===== src/rtl/fp_addsub_seq.sv =====
// Multi-cycle IEEE-754 single add/subtract sequencer driving an external BigALU mantissa adder.
// Latency 2 for special/zero operands, 4+k otherwise (k normalize shifts); start ignored while busy.
module fp_addsub_seq #(
    parameter int MANT_W = 24
) (
    input  logic              clk,
    input  logic              rst_n,
    input  logic              start,
    input  logic [31:0]       a,
    input  logic [31:0]       b,
    input  logic              op,
    output logic              busy,
    output logic              done,
    output logic [31:0]       result,
    output logic              overflow,
    output logic [MANT_W-1:0] alu_a,
    output logic [MANT_W-1:0] alu_b,
    output logic              alu_sign_a,
    output logic              alu_sign_b,
    output logic              alu_symbol,
    input  logic [MANT_W-1:0] alu_out,
    input  logic              alu_cout,
    input  logic              alu_sign_out
);
    typedef enum logic [2:0] {S_IDLE, S_UNPACK, S_ALIGN, S_EXEC, S_NORM} state_t;

    localparam logic [7:0]        MW8      = 8'(MANT_W);
    localparam logic [MANT_W-1:0] HIDDEN   = {1'b1, {(MANT_W-1){1'b0}}};
    localparam logic [MANT_W-1:0] NAN_MANT = {2'b11, {(MANT_W-2){1'b0}}};

    state_t            state_q, state_d;
    logic [31:0]       a_q, a_d, b_q, b_d, res_q, res_d;
    logic              op_q, op_d, busy_q, busy_d, done_q, done_d;
    logic              ovf_q, ovf_d, ovf_pend_q, ovf_pend_d;
    logic              sign_q, sign_d, swap_q, swap_d;
    logic [7:0]        exp_q, exp_d, diff_q, diff_d;
    logic [MANT_W-1:0] mant_q, mant_d, mant_s_q, mant_s_d;
    logic [MANT_W-1:0] alu_a_q, alu_a_d, alu_b_q, alu_b_d;
    logic              alu_sa_q, alu_sa_d, alu_sb_q, alu_sb_d, alu_sym_q, alu_sym_d;

    logic [7:0] ea, eb, exp_inc;
    logic       sa, sbe, a_zero, b_zero, a_nan, b_nan, a_inf, b_inf;

    always_comb begin
        ea      = a_q[30:23];
        eb      = b_q[30:23];
        sa      = a_q[31];
        sbe     = b_q[31] ^ op_q;
        a_zero  = (ea == 8'd0);
        b_zero  = (eb == 8'd0);
        a_nan   = (ea == 8'hFF) && (a_q[22:0] != 23'd0);
        b_nan   = (eb == 8'hFF) && (b_q[22:0] != 23'd0);
        a_inf   = (ea == 8'hFF) && (a_q[22:0] == 23'd0);
        b_inf   = (eb == 8'hFF) && (b_q[22:0] == 23'd0);
        exp_inc = exp_q + 8'd1;

        state_d    = state_q;
        a_d        = a_q;
        b_d        = b_q;
        op_d       = op_q;
        res_d      = res_q;
        busy_d     = busy_q;
        done_d     = 1'b0;
        ovf_d      = ovf_q;
        ovf_pend_d = ovf_pend_q;
        sign_d     = sign_q;
        swap_d     = swap_q;
        exp_d      = exp_q;
        diff_d     = diff_q;
        mant_d     = mant_q;
        mant_s_d   = mant_s_q;
        alu_a_d    = alu_a_q;
        alu_b_d    = alu_b_q;
        alu_sa_d   = alu_sa_q;
        alu_sb_d   = alu_sb_q;
        alu_sym_d  = alu_sym_q;

        case (state_q)
            S_IDLE: begin
                busy_d = 1'b0;
                if (start) begin
                    a_d        = a;
                    b_d        = b;
                    op_d       = op;
                    busy_d     = 1'b1;
                    ovf_d      = 1'b0;
                    ovf_pend_d = 1'b0;
                    state_d    = S_UNPACK;
                end
            end
            S_UNPACK: begin
                // Specials are staged as an already-normalized value so NORM packs them next cycle.
                state_d = S_NORM;
                if (a_nan || b_nan || (a_inf && b_inf && (sa != sbe))) begin
                    {sign_d, exp_d, mant_d} = {1'b0, 8'hFF, NAN_MANT};
                end else if (a_inf) begin
                    {sign_d, exp_d, mant_d} = {sa, 8'hFF, HIDDEN};
                end else if (b_inf) begin
                    {sign_d, exp_d, mant_d} = {sbe, 8'hFF, HIDDEN};
                end else if (a_zero && b_zero) begin
                    {sign_d, exp_d, mant_d} = {sa & sbe, 8'h00, HIDDEN};
                end else if (a_zero) begin
                    {sign_d, exp_d, mant_d} = {sbe, eb, 1'b1, b_q[22:0]};
                end else if (b_zero) begin
                    {sign_d, exp_d, mant_d} = {sa, ea, 1'b1, a_q[22:0]};
                end else begin
                    swap_d   = (eb > ea);
                    mant_d   = swap_d ? {1'b1, b_q[22:0]} : {1'b1, a_q[22:0]};
                    mant_s_d = swap_d ? {1'b1, a_q[22:0]} : {1'b1, b_q[22:0]};
                    exp_d    = swap_d ? eb : ea;
                    diff_d   = swap_d ? (eb - ea) : (ea - eb);
                    state_d  = S_ALIGN;
                end
            end
            S_ALIGN: begin
                alu_a_d   = mant_q;
                alu_b_d   = (diff_q >= MW8) ? '0 : (mant_s_q >> diff_q);
                alu_sa_d  = swap_q ? sbe : sa;
                alu_sb_d  = swap_q ? sa : b_q[31];
                alu_sym_d = swap_q ? 1'b0 : op_q;
                state_d   = S_EXEC;
            end
            S_EXEC: begin
                state_d = S_NORM;
                sign_d  = alu_sign_out;
                if (alu_cout) begin
                    if (exp_inc == 8'hFF) begin
                        mant_d     = HIDDEN;
                        ovf_pend_d = 1'b1;
                    end else begin
                        mant_d = {1'b1, alu_out[MANT_W-1:1]};
                    end
                    exp_d = exp_inc;
                end else if (alu_out == '0) begin
                    {sign_d, exp_d, mant_d} = {1'b0, 8'h00, HIDDEN};
                end else begin
                    mant_d = alu_out;
                end
            end
            S_NORM: begin
                if (mant_q[MANT_W-1]) begin
                    res_d   = {sign_q, exp_q, mant_q[MANT_W-2:MANT_W-24]};
                    ovf_d   = ovf_pend_q;
                    done_d  = 1'b1;
                    state_d = S_IDLE;
                end else if (exp_q == 8'd1) begin
                    res_d   = {sign_q, 31'd0};
                    done_d  = 1'b1;
                    state_d = S_IDLE;
                end else begin
                    mant_d = mant_q << 1;
                    exp_d  = exp_q - 8'd1;
                end
            end
            default: state_d = S_IDLE;
        endcase
    end

    always_ff @(posedge clk or negedge rst_n) begin
        if (!rst_n) begin
            state_q    <= S_IDLE;
            a_q        <= '0;
            b_q        <= '0;
            op_q       <= 1'b0;
            res_q      <= '0;
            busy_q     <= 1'b0;
            done_q     <= 1'b0;
            ovf_q      <= 1'b0;
            ovf_pend_q <= 1'b0;
            sign_q     <= 1'b0;
            swap_q     <= 1'b0;
            exp_q      <= '0;
            diff_q     <= '0;
            mant_q     <= '0;
            mant_s_q   <= '0;
            alu_a_q    <= '0;
            alu_b_q    <= '0;
            alu_sa_q   <= 1'b0;
            alu_sb_q   <= 1'b0;
            alu_sym_q  <= 1'b0;
        end else begin
            state_q    <= state_d;
            a_q        <= a_d;
            b_q        <= b_d;
            op_q       <= op_d;
            res_q      <= res_d;
            busy_q     <= busy_d;
            done_q     <= done_d;
            ovf_q      <= ovf_d;
            ovf_pend_q <= ovf_pend_d;
            sign_q     <= sign_d;
            swap_q     <= swap_d;
            exp_q      <= exp_d;
            diff_q     <= diff_d;
            mant_q     <= mant_d;
            mant_s_q   <= mant_s_d;
            alu_a_q    <= alu_a_d;
            alu_b_q    <= alu_b_d;
            alu_sa_q   <= alu_sa_d;
            alu_sb_q   <= alu_sb_d;
            alu_sym_q  <= alu_sym_d;
        end
    end

    assign busy       = busy_q;
    assign done       = done_q;
    assign result     = res_q;
    assign overflow   = ovf_q;
    assign alu_a      = alu_a_q;
    assign alu_b      = alu_b_q;
    assign alu_sign_a = alu_sa_q;
    assign alu_sign_b = alu_sb_q;
    assign alu_symbol = alu_sym_q;
endmodule


===== config.mk =====
export PLATFORM = sky130hd
export DESIGN_NAME = fp_addsub_seq
export DESIGN_NICKNAME = d
export VERILOG_FILES = /design/src/rtl/fp_addsub_seq.sv
export SDC_FILE = /design/constraint.sdc
export NUM_CORES = 1
export LEC_CHECK = 0
export ABC_AREA = 1
export CAP_MARGIN = 20
export CORE_ASPECT_RATIO = 1.25
export CORE_UTILIZATION = 55
export CTS_BUF_LIST = sky130_fd_sc_hd__clkbuf_16
export CTS_CLUSTER_SIZE = 25
export DETAILED_ROUTE_END_ITERATION = 7
export PLACE_DENSITY = 0.77
export SETUP_SLACK_MARGIN = 0.05
export SYNTH_ARGS = -nofsm -noshare
export SYNTH_HDL_FRONTEND = slang
export SYNTH_SLANG_ARGS = --single-unit

===== constraint.sdc =====
create_clock -name clk -period 3.95 [get_ports clk]
set_clock_uncertainty 0.2 [all_clocks]
set_input_delay 0.9875 -clock clk [delete_from_list [all_inputs] [get_ports clk]]
set_output_delay 0.9875 -clock clk [all_outputs]
set_load 0.01 [all_outputs]

Word-level counts from Yosys, hierarchy flattened
Index checks and enable logic that the tools add are counted.
{"block": "totals", "input_bits": 94, "elab_cells": 147, "regBits": 221}
{"block": "op_classes", "addsub": 4, "n_eq_ne": 18, "order_cmp": 2, "reduce_logical": 31, "shift": 1, "n_mux": 62, "n_bitwise": 8}
{"operator": "two-way mux 23 bit", "n": 9}
{"operator": "two-way mux 24 bit", "n": 5}
{"operator": "two-way mux 8 bit", "n": 12}
{"operator": "case mux 24 bit (3 select lines)", "n": 1}
{"operator": "two-way mux 32 bit", "n": 2}
{"operator": "logical NOT 23 bit", "n": 2}
{"operator": "nonzero test 23 bit", "n": 2}
{"operator": "two-way mux 3 bit", "n": 9}
{"operator": "equality test 8 bit, second input constant", "n": 3}
{"operator": "logical NOT 24 bit", "n": 1}
{"operator": "case mux 8 bit (3 select lines)", "n": 1}
{"operator": "right shift 24 x 8 -> 24 bit", "n": 1}
{"operator": "two-way mux 1 bit", "n": 19}
{"operator": "logical NOT 8 bit", "n": 2}
{"operator": "subtractor 8 bit", "n": 2}
{"operator": "case mux 3 bit (5 select lines)", "n": 1}
{"operator": "!= test 2 bit, second input constant", "n": 6}
{"operator": "adder 8 x 1 -> 8 bit, second input constant", "n": 1}
{"operator": "equality test 8 x 1 -> 1 bit, second input constant", "n": 1}
{"operator": ">= comparator 8 x 5 -> 1 bit, second input constant", "n": 1}
{"operator": "> comparator 8 bit", "n": 1}
{"operator": "AND reduction 2 bit", "n": 4}
{"operator": "AND reduction 4 bit", "n": 2}
{"operator": "nonzero test 2 bit", "n": 4}
{"operator": "other kinds (17)", "n": 34}

Depth between registers and ports, before layout
{"block": "logic_depth", "depth_word": 9, "mapped_depth": 15, "depth_no_buf": 15}

Worst setup path before layout
Ideal clock, no wire load.
{"block": "synth_timing", "kind": "register to register", "startpoint": "register a_q[23]", "endpoint": "register mant_s_q[10]", "path_stages_with_launch": 15, "path_slack_ns": 1.645, "arrival_ns": 1.988, "n_path_buf": 2, "cell_sequence": "dfrtp_1 ha_1 fa_1 inv_1 nand3_1 nand2_1 nand2_1 nand2_1 nand2_2 buf_4 buf_4 nand2_1 o21ai_0 nand2_1 nand2_1"}
{"block": "synth_between", "elab_chain_len": 7, "word_cells_on_any_way": 16}
{"element": "from (decl)", "line": "32", "rtl": "logic [31:0] a_q, a_d, b_q, b_d, res_q, res_d;"}
{"element": "from (signal assigned)", "line": "162", "rtl": "a_q <= '0;"}
{"element": "from (signal assigned)", "line": "183", "rtl": "a_q <= a_d;"}
{"element": "equality test 8 bit", "line": "51, 53"}
{"element": "logical AND 1 bit", "line": "53", "rtl": "a_inf = (ea == 8'hFF) && (a_q[22:0] == 23'd0);"}
{"element": "logical AND 1 bit (2 in series)", "line": "94", "rtl": "if (a_nan || b_nan || (a_inf && b_inf && (sa != sbe))) begin"}
{"element": "logical OR 1 bit", "line": "94"}
{"element": "inverter 1 bit (no source line)"}
{"element": "AND reduction 7 bit (no source line)"}
{"element": "to (signal assigned)", "line": "196", "rtl": "mant_s_q <= mant_s_d;"}
{"element": "to (decl)", "line": "37", "rtl": "logic [MANT_W-1:0] mant_q, mant_d, mant_s_q, mant_s_d;"}
Parallel ways exist; a longest one is shown, timed or not.
A chain may end at the register's enable or synchronous reset.

Final worst setup path
{"block": "layout_timing", "startpoint": "register a_q[26]", "endpoint": "register mant_q[7]"}
{"block": "layout_between", "elab_chain_len": 9, "word_cells_on_any_way": 18}
{"element": "> comparator 8 bit", "line": "107", "rtl": "swap_d = (eb > ea);"}
{"element": "two-way mux 23 bit", "line": "108", "rtl": "mant_d = swap_d ? {1'b1, b_q[22:0]} : {1'b1, a_q[22:0]};"}
{"element": "two-way mux 23 bit", "line": "104", "rtl": "end else if (b_zero) begin"}
{"element": "two-way mux 23 bit", "line": "102", "rtl": "end else if (a_zero) begin"}
{"element": "two-way mux 23 bit", "line": "100", "rtl": "end else if (a_zero && b_zero) begin"}
{"element": "two-way mux 23 bit", "line": "98", "rtl": "end else if (b_inf) begin"}
{"element": "two-way mux 23 bit", "line": "96", "rtl": "end else if (a_inf) begin"}
{"element": "two-way mux 23 bit *", "line": "94"}
{"element": "case mux 24 bit (3 select lines) *", "line": "78", "rtl": "case (state_q)"}
{"element": "to (signal assigned)", "line": "195", "rtl": "mant_q <= mant_d;"}
{"element": "to (decl)", "line": "37"}
Mark *: on every way between the ends. The rest lies on a longest branch, timed or not.

==> impl_metrics.sql <==
INSERT INTO impl_metrics (metric_group, metric, value, unit) VALUES
('placed_design', 'post-dp-hpwl', '27500', 'µm'),
('outcome', 'run_status', 'finished, final reports clean', ''),
('logic_synthesis', 'synth_area', '0.0126', 'mm²'),
('grt', 'number_of_antenna_violations_at_the_first_check_in_global_routing', '0', ''),
('clocking', 'htree_num_levels', '1', ''),
('worst_setup_path', 'critPathRequiredTime', '4.19', 'ns'),
('drt', 'vias_per_cell', '5.55', ''),
('clocking', 'cts_buffer_depth', '3', ''),
('clocking', 'path_clk_slew', '0.06', 'ns'),
('pwr', 'power.total', '14.0', 'mW'),
('logic_synthesis', 'syn-num-nets', '1904', ''),
('finish', 'ant_cells', '0', ''),
('sta', 'finalWorstPathRequiredPeriod', '3.11', 'ns'),
('placed_design', 'placement.io_buffers', '179', ''),
('clocking', 'holdBufCountCts', '0', ''),
('logic_synthesis', 'async_flop_share', '100', '%'),
('worst_setup_path', 'critical_path.most_common_cell', 'sky130_fd_sc_hd__nand2_1', ''),
('floorplanning', 'floorplan.io_pins', '180', ''),
('drt', 'drt-pass1-iter-count', '6', ''),
('floorplanning', 'start_util', '56.2', '%'),
('sta', 'finalHoldViolations', '0', ''),
('logic_synthesis', 'yosys_register_bits', '221', ''),
('worst_setup_path', 'rr_endpoint', 'mant_q[7]$_DFFE_PN0P_', ''),
('clocking', 'tritoncts_num_sinks', '221', ''),
('drt', 'detail_route.wirelength', '37300', 'µm'),
('worst_setup_path', 'regToRegStartpoint', 'a_q[26]$_DFFE_PN0P_', ''),
('placed_design', 'place_area', '0.0145', 'mm²'),
('drt', 'num_vias', '12326', ''),
('hold_path', 'hold_start', 'mant_s_q[13]$_DFFE_PN0P_', ''),
('worst_setup_path', 'setup.worst_path.start_class', 'flop', ''),
('hold_path', 'timing.hold.worst.class', 'reg2reg', ''),
('grt', 'grt-ovfl-total', '0', ''),
('finish', 'layout.cells.most_common_list', 'sky130_fd_sc_hd__nand2_1 (661), sky130_fd_sc_hd__dfrtp_1 (221), sky130_fd_sc_hd__o21ai_0 (200), sky130_fd_sc_hd__clkdlybuf4s50_1 (178), sky130_fd_sc_hd__nor2_1 (153)', ''),
('logic_synthesis', 'synth_flop_cell', 'sky130_fd_sc_hd__dfrtp_1', ''),
('pwr', 'max-vdd-ir-drop', '0.543', 'mV'),
('worst_setup_path', 'worstRegToRegCells', '11', ''),
('floorplanning', 'die-width', '137', 'µm'),
('grt', 'track_usage', '32.6', '%'),
('drt', 'post_drt_wl_per_cell', '16.8', 'µm'),
('clocking', 'cts-resized-gates', '0', ''),
('worst_setup_path', 'crit_chain', 'inv_2, ha_1, a21oi_1, nand2_1, nand2_1, nand2_1, nand3_2, nand2_4, o21ai_0, nand2_1, a21oi_1', ''),
('logic_synthesis', 'yosysUniqueCellTypes', '44', ''),
('sta', 'grt_setup_unrepaired', 'no', ''),
('finish', 'layout_cell_share_with_drive_strength_beyond_1', '5.05', '%'),
('sta', 'timing.fmax', '321', 'MHz'),
('logic_synthesis', 'seq_area_frac_synth', '44.0', '%'),
('finish', 'area_growth', '21.0', '%'),
('worst_setup_path', 'setup.worst_path.end_class', 'flop', ''),
('hold_path', 'worst_hold_path.num_cells', '2', ''),
('hold_path', 'worstHoldEndpoint', 'mant_s_q[13]$_DFFE_PN0P_', ''),
('clocking', 'postCtsSetupBuffers', '0', ''),
('grt', 'number_of_global_route_vias_before_repair', '11775', ''),
('sta', 'timing.final.max_slew_violations', '0', ''),
('floorplanning', 'fp.dieArea', '0.0235', 'mm²'),
('worst_setup_path', 'critPathMaxFanout', '54', ''),
('sta', 'summed_negative_setup_slack_over_all_endpoints', '0', 'ns'),
('drt', 'drt_first_iter_violations', '855', ''),
('worst_setup_path', 'critPathKind', 'reg2reg', ''),
('clocking', 'tritoncts.num_buffers', '24', ''),
('worst_setup_path', 'critPathSlowestCell', 'sky130_fd_sc_hd__o21ai_0', ''),
('finish', 'mostFrequentLayoutCell', 'sky130_fd_sc_hd__nand2_1', ''),
('finish', 'non_filler_cell_area_final', '0.0152', 'mm²'),
('sta', 'finalWorstSetupSlack', '0.838', 'ns'),
('logic_synthesis', 'synthesis.area_per_instance', '7.03', 'µm²'),
('floorplanning', 'die_h', '171', 'µm'),
('placed_design', 'gp_routability_congestion', '0.915', ''),
('finish', 'post_layout_nonfiller_instances', '2222', ''),
('drt', 'antenna_left', '0', ''),
('logic_synthesis', 'synth_edf_count', '0', ''),
('sta', 'setup-violations-final', '0', ''),
('finish', 'fill_cells', '2003', '');
-- final cells by class --
type | count | area [µm²] | area share (%)
inverters | 162 | 608 | 4.00
repair buffers | 194 | 1950 | 12.8
clock inverters | 19 | 129 | 0.847
clock buffers | 25 | 626 | 4.11
flip-flops and latches | 221 | 5530 | 36.4
multi-input cells | 1318 | 6020 | 39.6
well taps | 283 | 354 | 2.33
-- power by group --
part	switching, mW	internal [mW]
clock	0.943	1.22
combinational	4.81	2.69
sequential	1.02	3.32
-- worst max path at each step --
stage / start / to / slack, ns / cells past startpoint
6_report: a_q[26]$_DFFE_PN0P_ / mant_q[7]$_DFFE_PN0P_ / 0.84 / 11
5_1_grt: a_q[23]$_DFFE_PN0P_ / exp_q[3]$_DFFE_PN0P_ / 0.71 / 14
4_1_cts: state_q[1]$_DFFE_PN0P_ / exp_q[7]$_DFFE_PN0P_ / 0.96 / 8
3_5_place_dp: alu_cout / mant_q[13]$_DFFE_PN0P_ / 0.73 / 7
3_3_place_gp: alu_cout / mant_q[9]$_DFFE_PN0P_ / 0.81 / 7
2_1_floorplan: a_q[23]$_DFFE_PN0P_ / mant_s_q[10]$_DFFE_PN0P_ / 1.65 / 14
-- sequential cells by signal (all words and copies together) (netlist names), 8 cells and up --
signal    flops
mant_q       24
b_q          32
alu_b        24
diff_q        8
alu_a        24
mant_s_q     24
a_q          32
exp_q         8
result       32
-- per-layer routing --
| metal | global-route usage [%] | up-vias | part of all wire (%) |
|---|---|---|---|
| met2 | 55.8 | 473 | 50 |
| met1 | 41.0 | 5762 | 40 |
| met3 | 2.55 | 119 | 5.0 |
| met4 | 16.5 | 0 | 5.1 |
| li1 | - | 5972 | - |
| met5 | 0 | - | 0 |
-- synth_stat cells (2+ instances only) --
master	n	area share (%)
sky130_fd_sc_hd__a211oi_1	3	0.18
sky130_fd_sc_hd__a21oi_1	55	2.2
sky130_fd_sc_hd__a31oi_1	4	0.20
sky130_fd_sc_hd__buf_1	7	0.21
sky130_fd_sc_hd__buf_2	24	0.96
sky130_fd_sc_hd__buf_4	11	0.66
sky130_fd_sc_hd__buf_6	2	0.18
sky130_fd_sc_hd__clkbuf_1	42	1.3
sky130_fd_sc_hd__clkinv_1	2	0.060
sky130_fd_sc_hd__dfrtp_1	221	44
sky130_fd_sc_hd__fa_1	2	0.32
sky130_fd_sc_hd__ha_1	20	2.0
sky130_fd_sc_hd__inv_1	145	4.3
sky130_fd_sc_hd__inv_2	15	0.45
sky130_fd_sc_hd__mux2i_1	3	0.24
sky130_fd_sc_hd__nand2_1	661	20
sky130_fd_sc_hd__nand2_2	8	0.40
sky130_fd_sc_hd__nand3_1	100	4.0
sky130_fd_sc_hd__nand3_2	6	0.48
sky130_fd_sc_hd__nand4_1	31	1.5
sky130_fd_sc_hd__nor2_1	153	4.6
sky130_fd_sc_hd__nor2_2	3	0.15
sky130_fd_sc_hd__nor2_4	3	0.27
sky130_fd_sc_hd__nor3_1	6	0.24
sky130_fd_sc_hd__o211ai_1	8	0.48
sky130_fd_sc_hd__o21ai_0	200	8.0
sky130_fd_sc_hd__o21ai_1	20	0.80
sky130_fd_sc_hd__o22ai_1	3	0.15
sky130_fd_sc_hd__or2_0	3	0.15
sky130_fd_sc_hd__or2_2	5	0.25
sky130_fd_sc_hd__xor2_1	9	0.63
-- cells by family after synthesis --
logic type / synth area share, %
AOI/OAI and AO/OA: 12.4
xor gates and xnor gates: 0.697
adders and majority gates: 2.31
buffers and inverters: 8.13
DFF: 44.0
muxes: 0.239
and+or+nand+nor: 32.3
-- critical path, delay by kind of cell, from the launching register on --
| family | cells | cell delay, ns |
|---|---|---|
| AO/OA/AOI/OAI | 3 | 0.95 |
| AND/OR/NAND/NOR | 6 | 0.84 |
| flip-flops | 1 | 0.50 |
| adder cells (fa/ha/maj) | 1 | 0.42 |
| buffers and inverters | 1 | 0.08 |
(Power assumes the default switching activity.)
